### src/rtl/ftdi_tx_packetizer.sv
`timescale 1ns/1ps
`default_nettype none
// ============================================================================
// Module      : ftdi_tx_packetizer
// Description : Frames 16-bit ADC samples into a byte stream for the FTDI
//               synchronous-FIFO writer. Each frame carries a header byte, a
//               sequence number, SAMPLES_PER_PKT samples (MSB first) and,
//               when FTDI_PKT_CHECKSUM_EN is defined, an 8-bit additive
//               checksum over the sequence and sample bytes.
//               The block lives entirely in the ftdiclk domain.
// Options     : FTDI_PKT_CHECKSUM_EN (define) - append checksum byte
// Parameters  : SAMPLES_PER_PKT - samples per frame (1..255)
//               HEADER_BYTE     - first byte of each frame
// Ports       : ftdiclk       in   FTDI clock
//               reset         in   asynchronous active-high reset
//               sample_data   in   [15:0] ADC sample word
//               sample_valid  in   sample_data valid
//               sample_ready  out  sample accepted when valid && ready
//               byte_data     out  [7:0] byte toward FTDI writer
//               byte_valid    out  byte_data valid
//               byte_ready    in   writer accepts byte this cycle
//               pkt_busy      out  frame in progress
// Revision    : 1.0 - initial release
// ============================================================================
module ftdi_tx_packetizer #(
  parameter int unsigned SAMPLES_PER_PKT = 32,
  parameter logic [7:0]  HEADER_BYTE     = 8'hA5
) (
  input  logic        ftdiclk,
  input  logic        reset,
  input  logic [15:0] sample_data,
  input  logic        sample_valid,
  output logic        sample_ready,
  output logic [7:0]  byte_data,
  output logic        byte_valid,
  input  logic        byte_ready,
  output logic        pkt_busy
);

  // r_cnt holds samples already sent, so the last LSB is seen at N-1.
  localparam logic [7:0] c_last_cnt = 8'(SAMPLES_PER_PKT - 1);

`ifdef FTDI_PKT_CHECKSUM_EN
  typedef enum logic [2:0] {
    ST_IDLE = 3'd0,
    ST_HDR  = 3'd1,
    ST_SEQ  = 3'd2,
    ST_LOAD = 3'd3,
    ST_MSB  = 3'd4,
    ST_LSB  = 3'd5,
    ST_CSUM = 3'd6
  } state_t;
`else
  typedef enum logic [2:0] {
    ST_IDLE = 3'd0,
    ST_HDR  = 3'd1,
    ST_SEQ  = 3'd2,
    ST_LOAD = 3'd3,
    ST_MSB  = 3'd4,
    ST_LSB  = 3'd5
  } state_t;
`endif

  state_t      r_state;
  logic [7:0]  r_seq;
  logic [7:0]  r_cnt;
  logic [15:0] r_sample;
`ifdef FTDI_PKT_CHECKSUM_EN
  logic [7:0]  r_csum;
`endif

  logic w_byte_fire;
  assign w_byte_fire = byte_valid && byte_ready;

  always_ff @(posedge ftdiclk or posedge reset) begin
    if (reset) begin
      r_state  <= ST_IDLE;
      r_seq    <= 8'd0;
      r_cnt    <= 8'd0;
      r_sample <= 16'd0;
`ifdef FTDI_PKT_CHECKSUM_EN
      r_csum   <= 8'd0;
`endif
    end else begin
      case (r_state)
        // Start a frame as soon as data is offered; the sample itself is
        // consumed later in LOAD.
        ST_IDLE: begin
          if (sample_valid) begin
            r_state <= ST_HDR;
          end
        end
        ST_HDR: begin
          if (w_byte_fire) begin
            r_cnt   <= 8'd0;
`ifdef FTDI_PKT_CHECKSUM_EN
            r_csum  <= 8'd0;
`endif
            r_state <= ST_SEQ;
          end
        end
        ST_SEQ: begin
          if (w_byte_fire) begin
`ifdef FTDI_PKT_CHECKSUM_EN
            r_csum  <= r_seq;
`endif
            r_state <= ST_LOAD;
          end
        end
        // sample_ready is high only here, so valid alone completes the handshake.
        ST_LOAD: begin
          if (sample_valid) begin
            r_sample <= sample_data;
            r_state  <= ST_MSB;
          end
        end
        ST_MSB: begin
          if (w_byte_fire) begin
`ifdef FTDI_PKT_CHECKSUM_EN
            r_csum  <= r_csum + r_sample[15:8];
`endif
            r_state <= ST_LSB;
          end
        end
        ST_LSB: begin
          if (w_byte_fire) begin
`ifdef FTDI_PKT_CHECKSUM_EN
            r_csum <= r_csum + r_sample[7:0];
`endif
            r_cnt  <= r_cnt + 8'd1;
            if (r_cnt == c_last_cnt) begin
`ifdef FTDI_PKT_CHECKSUM_EN
              r_state <= ST_CSUM;
`else
              r_seq   <= r_seq + 8'd1;
              r_state <= ST_IDLE;
`endif
            end else begin
              r_state <= ST_LOAD;
            end
          end
        end
`ifdef FTDI_PKT_CHECKSUM_EN
        ST_CSUM: begin
          if (w_byte_fire) begin
            r_seq   <= r_seq + 8'd1;
            r_state <= ST_IDLE;
          end
        end
`endif
        default: r_state <= ST_IDLE;
      endcase
    end
  end

  // Outputs are a pure decode of registered state, so they stay stable while
  // a byte waits for byte_ready and drop together with an async reset.
  always_comb begin
    byte_data    = 8'd0;
    byte_valid   = 1'b0;
    sample_ready = 1'b0;
    pkt_busy     = 1'b1;
    case (r_state)
      ST_IDLE: pkt_busy = 1'b0;
      ST_HDR: begin
        byte_data  = HEADER_BYTE;
        byte_valid = 1'b1;
      end
      ST_SEQ: begin
        byte_data  = r_seq;
        byte_valid = 1'b1;
      end
      ST_LOAD: sample_ready = 1'b1;
      ST_MSB: begin
        byte_data  = r_sample[15:8];
        byte_valid = 1'b1;
      end
      ST_LSB: begin
        byte_data  = r_sample[7:0];
        byte_valid = 1'b1;
      end
`ifdef FTDI_PKT_CHECKSUM_EN
      ST_CSUM: begin
        byte_data  = r_csum;
        byte_valid = 1'b1;
      end
`endif
      default: pkt_busy = 1'b0;
    endcase
  end

endmodule
`default_nettype wire

### config.mk
export PLATFORM = sky130hd
export DESIGN_NAME = ftdi_tx_packetizer
export DESIGN_NICKNAME = d
export VERILOG_FILES = /design/src/rtl/ftdi_tx_packetizer.sv
export SDC_FILE = /design/constraint.sdc
export NUM_CORES = 1
export LEC_CHECK = 0
export CORE_ASPECT_RATIO = 1.1
export CORE_MARGIN = 3
export CORE_UTILIZATION = 53
export DETAILED_ROUTE_END_ITERATION = 10
export PLACE_DENSITY = 0.9
export SLEW_MARGIN = 30
export SYNTH_ARGS = -nofsm -noshare
export SYNTH_HDL_FRONTEND = slang
export SYNTH_SLANG_ARGS = --single-unit
### constraint.sdc
create_clock -name ftdiclk -period 2.1 [get_ports ftdiclk]
set_input_delay 0.315 -clock ftdiclk [delete_from_list [all_inputs] [get_ports ftdiclk]]
set_output_delay 0.315 -clock ftdiclk [all_outputs]
set_load 0.05 [all_outputs]
==> After elaboration in Yosys (flattened, before gate mapping) <==
Cells that the tools add are included.
{ "totals": {"regBits": 35, "in_bits": 20, "output_inout_bits": 11, "word_cells": 42} }
{ "op_classes": {"add_sub_neg": 2, "eq_ne": 12, "n_mux": 15, "reduce_logical": 9} }
{ "ops": {"columns": ["cell", "count"], "rows": [
  ["$pmux W8 S4", 1],
  ["$mux W3", 6],
  ["$pmux W3 S6", 1],
  ["$add A8 B1 Y8 const B", 2],
  ["$mux W8", 2],
  ["$pmux W8 S2", 1],
  ["$ne A2 B2 Y1 const B", 6],
  ["$eq A8 B5 Y1 const B", 1],
  ["$eq A3 B2 Y1 const B", 2],
  ["$eq A3 B3 Y1 const B", 2],
  ["$reduce_and A3 Y1", 2],
  ["$reduce_and A6 Y1", 1],
  ["$reduce_or A5 Y1", 1],
  ["$reduce_or A4 Y1", 1],
  ["$eq A3 B1 Y1 const B", 1],
  ["$logic_not A3 Y1", 1],
  ["$mux W1", 3],
  ["$mux W2", 1],
  ["$reduce_and A2 Y1", 1],
  ["$reduce_bool A2 Y1", 1],
  ["$logic_and A1 B1 Y1", 1]
]} }

==> Depth between registers and ports, before layout <==
Gate-level depths: netlist of the first run.
{ "depth": {"word_depth": 6, "depth_mapped": 6, "mapped_depth_nobuf": 5} }

==> Worst setup path after synthesis of the first run <==
Ideal clock, no wire load.
{ "synth_path": {"kind": "reg2out", "startpoint": "register r_state[0]", "endpoint": "output port byte_data[2]", "arrival_time_ps": 1969, "t_required_ps": 1785, "setup_slack_ps": -184, "stages_incl_launch_ff": 5, "n_path_buf": 2, "path_cell_list": "dfrtp_1 > buf_2 > buf_2 > a22oi_1 > o21ai_0"} }
{ "synth_via": {"elab_chain_cells": 2, "elab_cells_between_ends": 5, "cone_classes": "eq/ne: 4; mux: 1"} }
{ "synth_rtl": {"columns": ["element", "line_no", "rtl"], "rows": [
  ["start: declaration", "64", "state_t r_state;"],
  ["start signal: assignment", "77", "r_state <= ST_IDLE;"],
  ["start signal: assignment", "90", "r_state <= ST_HDR;"],
  ["start signal: assignment", "99", "r_state <= ST_SEQ;"],
  ["$eq A3 B3 Y1 (tied with other cells)", "163", "case (r_state)"],
  ["$pmux W8 S4 *", "163", null],
  ["end: declaration", "34", "output logic [7:0] byte_data,"]
]} }
Every way passes the cells marked *; elsewhere a longest branch is shown, timed or not.

==> Final worst setup path of the first run <==
{ "layout_path": {"startpoint": "register r_state[2]", "endpoint": "output port byte_data[5]"} }
The elaborated chain is that of the path after synthesis.

==> flow_summary.toml, run 1 <==
[synthesis]
ys_types = 45
synthDominantCellAreaShare_pct = 46.3
yosys-top-cells-count = "35 x dfrtp_1, 22 x nand2_1, 12 x o21ai_0"
syn_inst = 177
avgSynthCellArea_um2 = 10.7
yosysMostFrequentCell = "dfrtp_1"
yosysTopAreaCell = "dfrtp_1"
syn_area_mm2 = 0.00189
async_reset_ff_share_pct = 100
synth_seq_cells = 35
yosysWarnings = 0
synth_edf_count = 0
synthTopCellsByArea = "dfrtp_1 46%, mux2_4 7.9%, nand2_1 4.4%"
syn-num-nets = 199
synthFlopType = "dfrtp_1"
synth-seq-area-share_pct = 46.3

[power]
p_switching_mw = 1.47
clockPowerShare_pct = 10.0
worst_ir_drop_vdd_v = 0.00102
power_density_mw_per_mm2 = 1420
intPower_mw = 2.08
switching_share_pct = 41.4
p_seq_share_pct = 30.1
comb_power_share_pct = 59.9
leakagePower_nw = 1.11

[setup_path]
worst_path_dominant_cell_family = "simple AND/OR/NAND/NOR gates"
endpoint_kind = "output port"
cp.arrival_ns = 1.72
path_buf_inv = 1
start_kind = "flip-flop"
slowest_delay_ns = 0.48
worst-path-max-fanout = 7
slowest_stage = "dfrtp_2"
crit_path_cell_trace = "and2b_4 > nor2b_4 > nand2_1 > o21ai_1 > buf_12"
path_class = "flip-flop to output port"
required_ns = 1.78

[floorplan]
rows = 22
dieArea_mm2 = 0.00433
die_w_um = 63.0
die_h_um = 68.7
core_area_mm2 = 0.00339
io_pins = 31
initial_core_util_pct = 55.9

[final_layout]
multi_input_area_um2 = 968
area_growth_pct = 31.9
stdcell_area_mm2 = 0.00250
layout-drive-gt1-share_pct = 30.9
fin_nets = 238
n_antenna_cell = 0
regArea_um2 = 880
nFillCells = 229
final_util_pct = 73.8

[cts]
postCtsHoldBufs = 0
clk_pin_slew_ns = 0.12
cts_htree_levels = 2
cts_buffers = 5
cts_root_buf = "clkbuf_4"
cts_tree = "yes"
numClockSinks = 35
clock_latency_ns = 0.35
cts_max_path_buffers = 2

[global_routing]
grt_pass1_wl_mm = 6.76
grt_usage_pct = 20.9
antenna_found_initial = 0
gr-total-overflow = 0
grt_max_degree = 36
grt_pass1_vias = 1394

[route]
vias = 1492
vias_per_cell = 5.63
dr.first_iter.drc_count = 91
dr.pass1.iters = 4
postRouteAntennaNets = 0
route.detailed.wl_per_inst_um = 16.5
drcViolationCount = 0
wirelength_mm = 4.38

[sta]
fin_skew_ns = 0.0171
drv_slew = 0
worst_pin_slew_ns = 0.447
slew_headroom_pct = 70.2
hold_viol = 0
setup_viol = 0
timing.fmax_mhz = 491
period_share_pct = 97.1
min_period_ns = 2.04

[status]
status = "finished clean"

[place]
dpl_cell_area_mm2 = 0.00234
hpwl_mm = 3.07
place.gp.congestion = 0.844
io_buffers = 30

[worst_hold_path]
worstHoldPathType = "primary input to asynchronous set/reset pin"

[job]
drv_cap = 0
## layout make-up
class | instances | share of cell area (%)
multi-input combinational | 127 | 38.8
clock inverter | 1 | 0.200
clock buffer | 7 | 1.80
tap | 48 | 2.40
timing repair buffer | 43 | 21.0
sequential | 35 | 35.2
inverter | 4 | 0.601
## power by group through the flow
stage / Sequential (mW) / Clock (mW) / Combinational (mW)
after floorplan: 0.976 / 0 / 1.25
after global placement: 1.06 / 0 / 1.84
after detailed placement: 1.07 / 0 / 1.88
after CTS: 1.07 / 0.359 / 1.91
after global routing: 1.09 / 0.397 / 2.24
final: 1.07 / 0.357 / 2.13
## logic make-up after synthesis
logic type	Yosys count	share of synthesized area, %
compound gates	36	12.6
mux	17	12.1
simple gates	63	19.0
xor+xnor	9	4.16
flops	35	46.3
buf+inv	15	4.63
fa+ha+maj	2	1.32
## worst register-to-register path: cells and delay by family, from the launching register on
family	cells	cell delay (ns)
simple gates	3	0.73
fa+ha+maj	1	0.25
mux	1	0.32
flops	1	0.43
## layer usage
layer,part of all wire [%],vias to the layer above,GRT usage (%)
met5,0,-,0
met4,1.5,0,8.54
met3,6.3,7,7.29
met2,51,45,36.6
met1,41,733,23.7
li1,-,707,-
## per-stage QoR
step	power (mW)	hold WS, ns	TNS [ns]	instances	worst slack (ns)
after floorplan	2.22	0.442	0	177	0.118
after global placement	2.89	0.483	0	250	0.296
after detailed placement	2.95	0.486	0	250	0.203
after CTS	3.34	0.368	0	258	0.0146
after global routing	3.73	0.389	-0.0322	265	-0.0197
final	3.55	0.356	0	265	0.0614
## repair_timing
item,4_1_cts,5_1_grt
gates resized for setup,8,8
buffers inserted,0,7
setup endpoints to repair,7,10
pin swaps,0,0
cloned,0,0
## state kept, by name (all words and copies together), names as in the netlist
signal / flops
r_state: 3
r_cnt: 8
r_sample: 16
r_seq: 8
## worst paths after layout
kind / from / cells past startpoint / endpoint / slack, ns
max in group asynchronous: reset / 3 / r_state[1] / 1.41
min reg2reg: r_sample[2] / 1 / r_sample[2] / 0.51
min: reset / 3 / r_state[2] / 0.36
max reg2reg: r_cnt[0] / 5 / r_seq[1] / 0.27
max: r_state[2] / 5 / byte_data[5] / 0.06
min in group ftdiclk: r_sample[2] / 1 / r_sample[2] / 0.51
## layout by cell type, fill, tap and decap left out, types with 2 or more instances in the layout
| cell type | count |
|---|---|
| buf_4 | 11 |
| a21oi_1 | 3 |
| mux2_4 | 10 |
| clkbuf_4 | 5 |
| dfrtp_2 | 3 |
| nor2_1 | 7 |
| and3_1 | 2 |
| inv_1 | 4 |
| o21ai_0 | 6 |
| dfrtp_1 | 32 |
| nand3_1 | 8 |
| mux2_2 | 7 |
| xor2_1 | 2 |
| o21ai_1 | 2 |
| ha_1 | 2 |
| buf_12 | 12 |
| a22oi_1 | 6 |
| xnor2_1 | 7 |
| clkbuf_1 | 2 |
| nor2b_2 | 2 |
| nor3_2 | 4 |
| clkdlybuf4s50_1 | 19 |
| nor3_1 | 2 |
| a21o_1 | 3 |
| o21ai_2 | 4 |
| nand2_1 | 22 |
| nand2b_1 | 3 |
Note: power is estimated with default switching activity, not from simulation.
==> inputs of run 2 (changes only) <==
Settings changed: GPL_TIMING_DRIVEN set to 0, SLEW_MARGIN 30 to 40.
==> run 2 against run 1 <==
Effect of this change:
- register-to-register slack improved by 0.14 ns
- highest routed layer unchanged
- critical path depth did not move
- sequential share of layout area rose by 1.8 points
- hold slack improved by 0.040 ns
- total power fell by 9.1%
- via count fell by 1.4%
- non-clock buffer count rose by 2
- critical endpoint is now pkt_busy
==> flow_summary.toml, run 2 (same netlist as run 1, synthesis figures left out) <==
[status]
status = "finished clean"

[setup_path]
ff2ff_setup_slack_ns = 0.41
required_ns = 1.78
r2r-end = "r_seq[1]"
rr_worst_depth = 6
path_class = "flip-flop to output port"
start_kind = "flip-flop"
worst-path-max-fanout = 10
r2r_start = "r_cnt[0]"
endpoint_kind = "output port"
cp.arrival_ns = 1.77

[sta]
min_period_ns = 2.08
setup_viol = 0
fin_skew_ns = 0.00805
slew_headroom_pct = 51.4
worst_pin_slew_ns = 0.729
hold_viol = 0
drv_slew = 0
layout_setup_ws_ns = 0.0184
rsz0062_at_grt = "yes"
fin_setup_tns_ns = 0
period_share_pct = 99.1
timing.fmax_mhz = 480

[global_routing]
grt_pass1_vias = 1386
grt_usage_pct = 20.2
antenna_found_initial = 0
gr-total-overflow = 0
grt_pass1_wl_mm = 6.64
grt_max_degree = 36

[power]
comb_power_share_pct = 56.9
worst_ir_drop_vdd_v = 0.00126
leakagePower_nw = 1.08
p_seq_share_pct = 31.4
clockPowerShare_pct = 11.7
switching_share_pct = 43.5
p_switching_mw = 1.41
power_density_mw_per_mm2 = 1360
intPower_mw = 1.82

[final_layout]
largest_reg_flops = 16
multi_input_area_um2 = 965
fin_nets = 240
final_common_cell = "dfrtp_1"
reg_top3 = "r_sample x16, r_cnt x8, r_seq x8"
final_cell_mix = "34 x dfrtp_1, 22 x nand2_1, 19 x clkdlybuf4s50_1"
n_antenna_cell = 0
nFillCells = 242
regArea_um2 = 877
regMostFlops = "r_sample"
area_growth_pct = 25.2
layout-drive-gt1-share_pct = 29.4

[floorplan]
core_area_mm2 = 0.00339
io_pins = 31
dieArea_mm2 = 0.00433
rows = 22
initial_core_util_pct = 55.9
die_w_um = 63.0
die_h_um = 68.7

[route]
route.detailed.wl_per_inst_um = 16.0
postRouteAntennaNets = 0
vias_per_cell = 5.53
top_layer = "met4"
wirelength_mm = 4.25
wl_met1_mm = 1.80
wl_met2_mm = 2.13
dr.pass1.iters = 4
drcViolationCount = 0
dr_wl_met3_um = 217
vias = 1471
dr.first_iter.drc_count = 112

[cts]
clock_latency_ns = 0.35
cts_htree_levels = 2
cts_buffers = 5
cts_root_buf = "clkbuf_4"
numClockSinks = 35
postCtsHoldBufs = 0
cts_max_path_buffers = 2
cts_tree = "yes"
clk_pin_slew_ns = 0.10

[place]
io_buffers = 30
pre_cts_ws_ns = -0.331
hpwl_mm = 2.92
place.gp.congestion = 0.865

[job]
drv_cap = 0

[worst_hold_path]
worstHoldPathType = "primary input to asynchronous set/reset pin"
-- run 2: worst max-delay path by stage --
stage,cells after the start,slack (ns),startpoint,endpoint
2_1_floorplan,4,0.12,r_state[2],pkt_busy
3_3_place_gp,5,-0.35,r_state[2],byte_data[7]
3_5_place_dp,5,-0.33,r_state[2],byte_data[7]
4_1_cts,6,0.006,r_state[2],byte_data[5]
5_1_grt,6,-0.06,r_state[2],byte_data[0]
6_report,5,0.02,r_state[0],pkt_busy
-- run 2: area by class of cell --
class / instances / share of cell area, %
multi-input cells: 127 / 40.7
flip-flops and latches: 35 / 37.0
repair buffers: 34 / 13.2
plain buffers: 11 / 3.54
well taps: 48 / 2.53
clock buffers: 6 / 2.16
inverters: 4 / 0.634
clock inverters: 1 / 0.211
-- run 2: worst max-delay path: stages, from the launching register on --
cell      delay [ns]
dfrtp_2         0.44
clkbuf_4        0.20
clkbuf_4        0.21
nor3_2          0.25
a21oi_1         0.09
buf_4           0.22
-- run 2: repair_timing --
item	CTS	global route
endpoints found under the setup margin	11	11
setup buffers	0	4
hold endpoints to repair	0	0
pin swaps	0	2
resized for setup	65	20
-- run 2: metrics by stage --
stage | instance area [um2] | util [%] | hold WS [ns] | power (mW) | cells
3_3_place_gp | 2250 | 66.6 | 0.464 | 2.64 | 255
4_1_cts | 2290 | 67.7 | 0.420 | 3.04 | 262
3_5_place_dp | 2250 | 66.6 | 0.463 | 2.68 | 255
6_report | 2370 | 70.0 | 0.396 | 3.23 | 266
2_1_floorplan | 1890 | - | 0.442 | 2.22 | 177
5_1_grt | 2370 | 70.0 | 0.440 | 3.40 | 266
-- run 2: layer usage --
metal	track usage [%]	vias to the layer above
met2	35.3	52
met1	23.9	703
met4	6.89	0
li1	-	705
met3	6.32	11
met5	0	-
-- run 2: power groups by stage --
stage	combinational [mW]	clock (mW)	sequential, mW
global placement	1.63	0	1.01
CTS	1.65	0.380	1.01
global route	1.95	0.413	1.03
detailed placement	1.65	0	1.02
floorplan	1.25	0	0.976
finish	1.84	0.377	1.01
==> inputs of run 3 (changes only) <==
Settings changed: GPL_TIMING_DRIVEN 0 to unset.
==> results of run 3 <==
No change in the layout: final DEF, timing and power equal those of run 1.
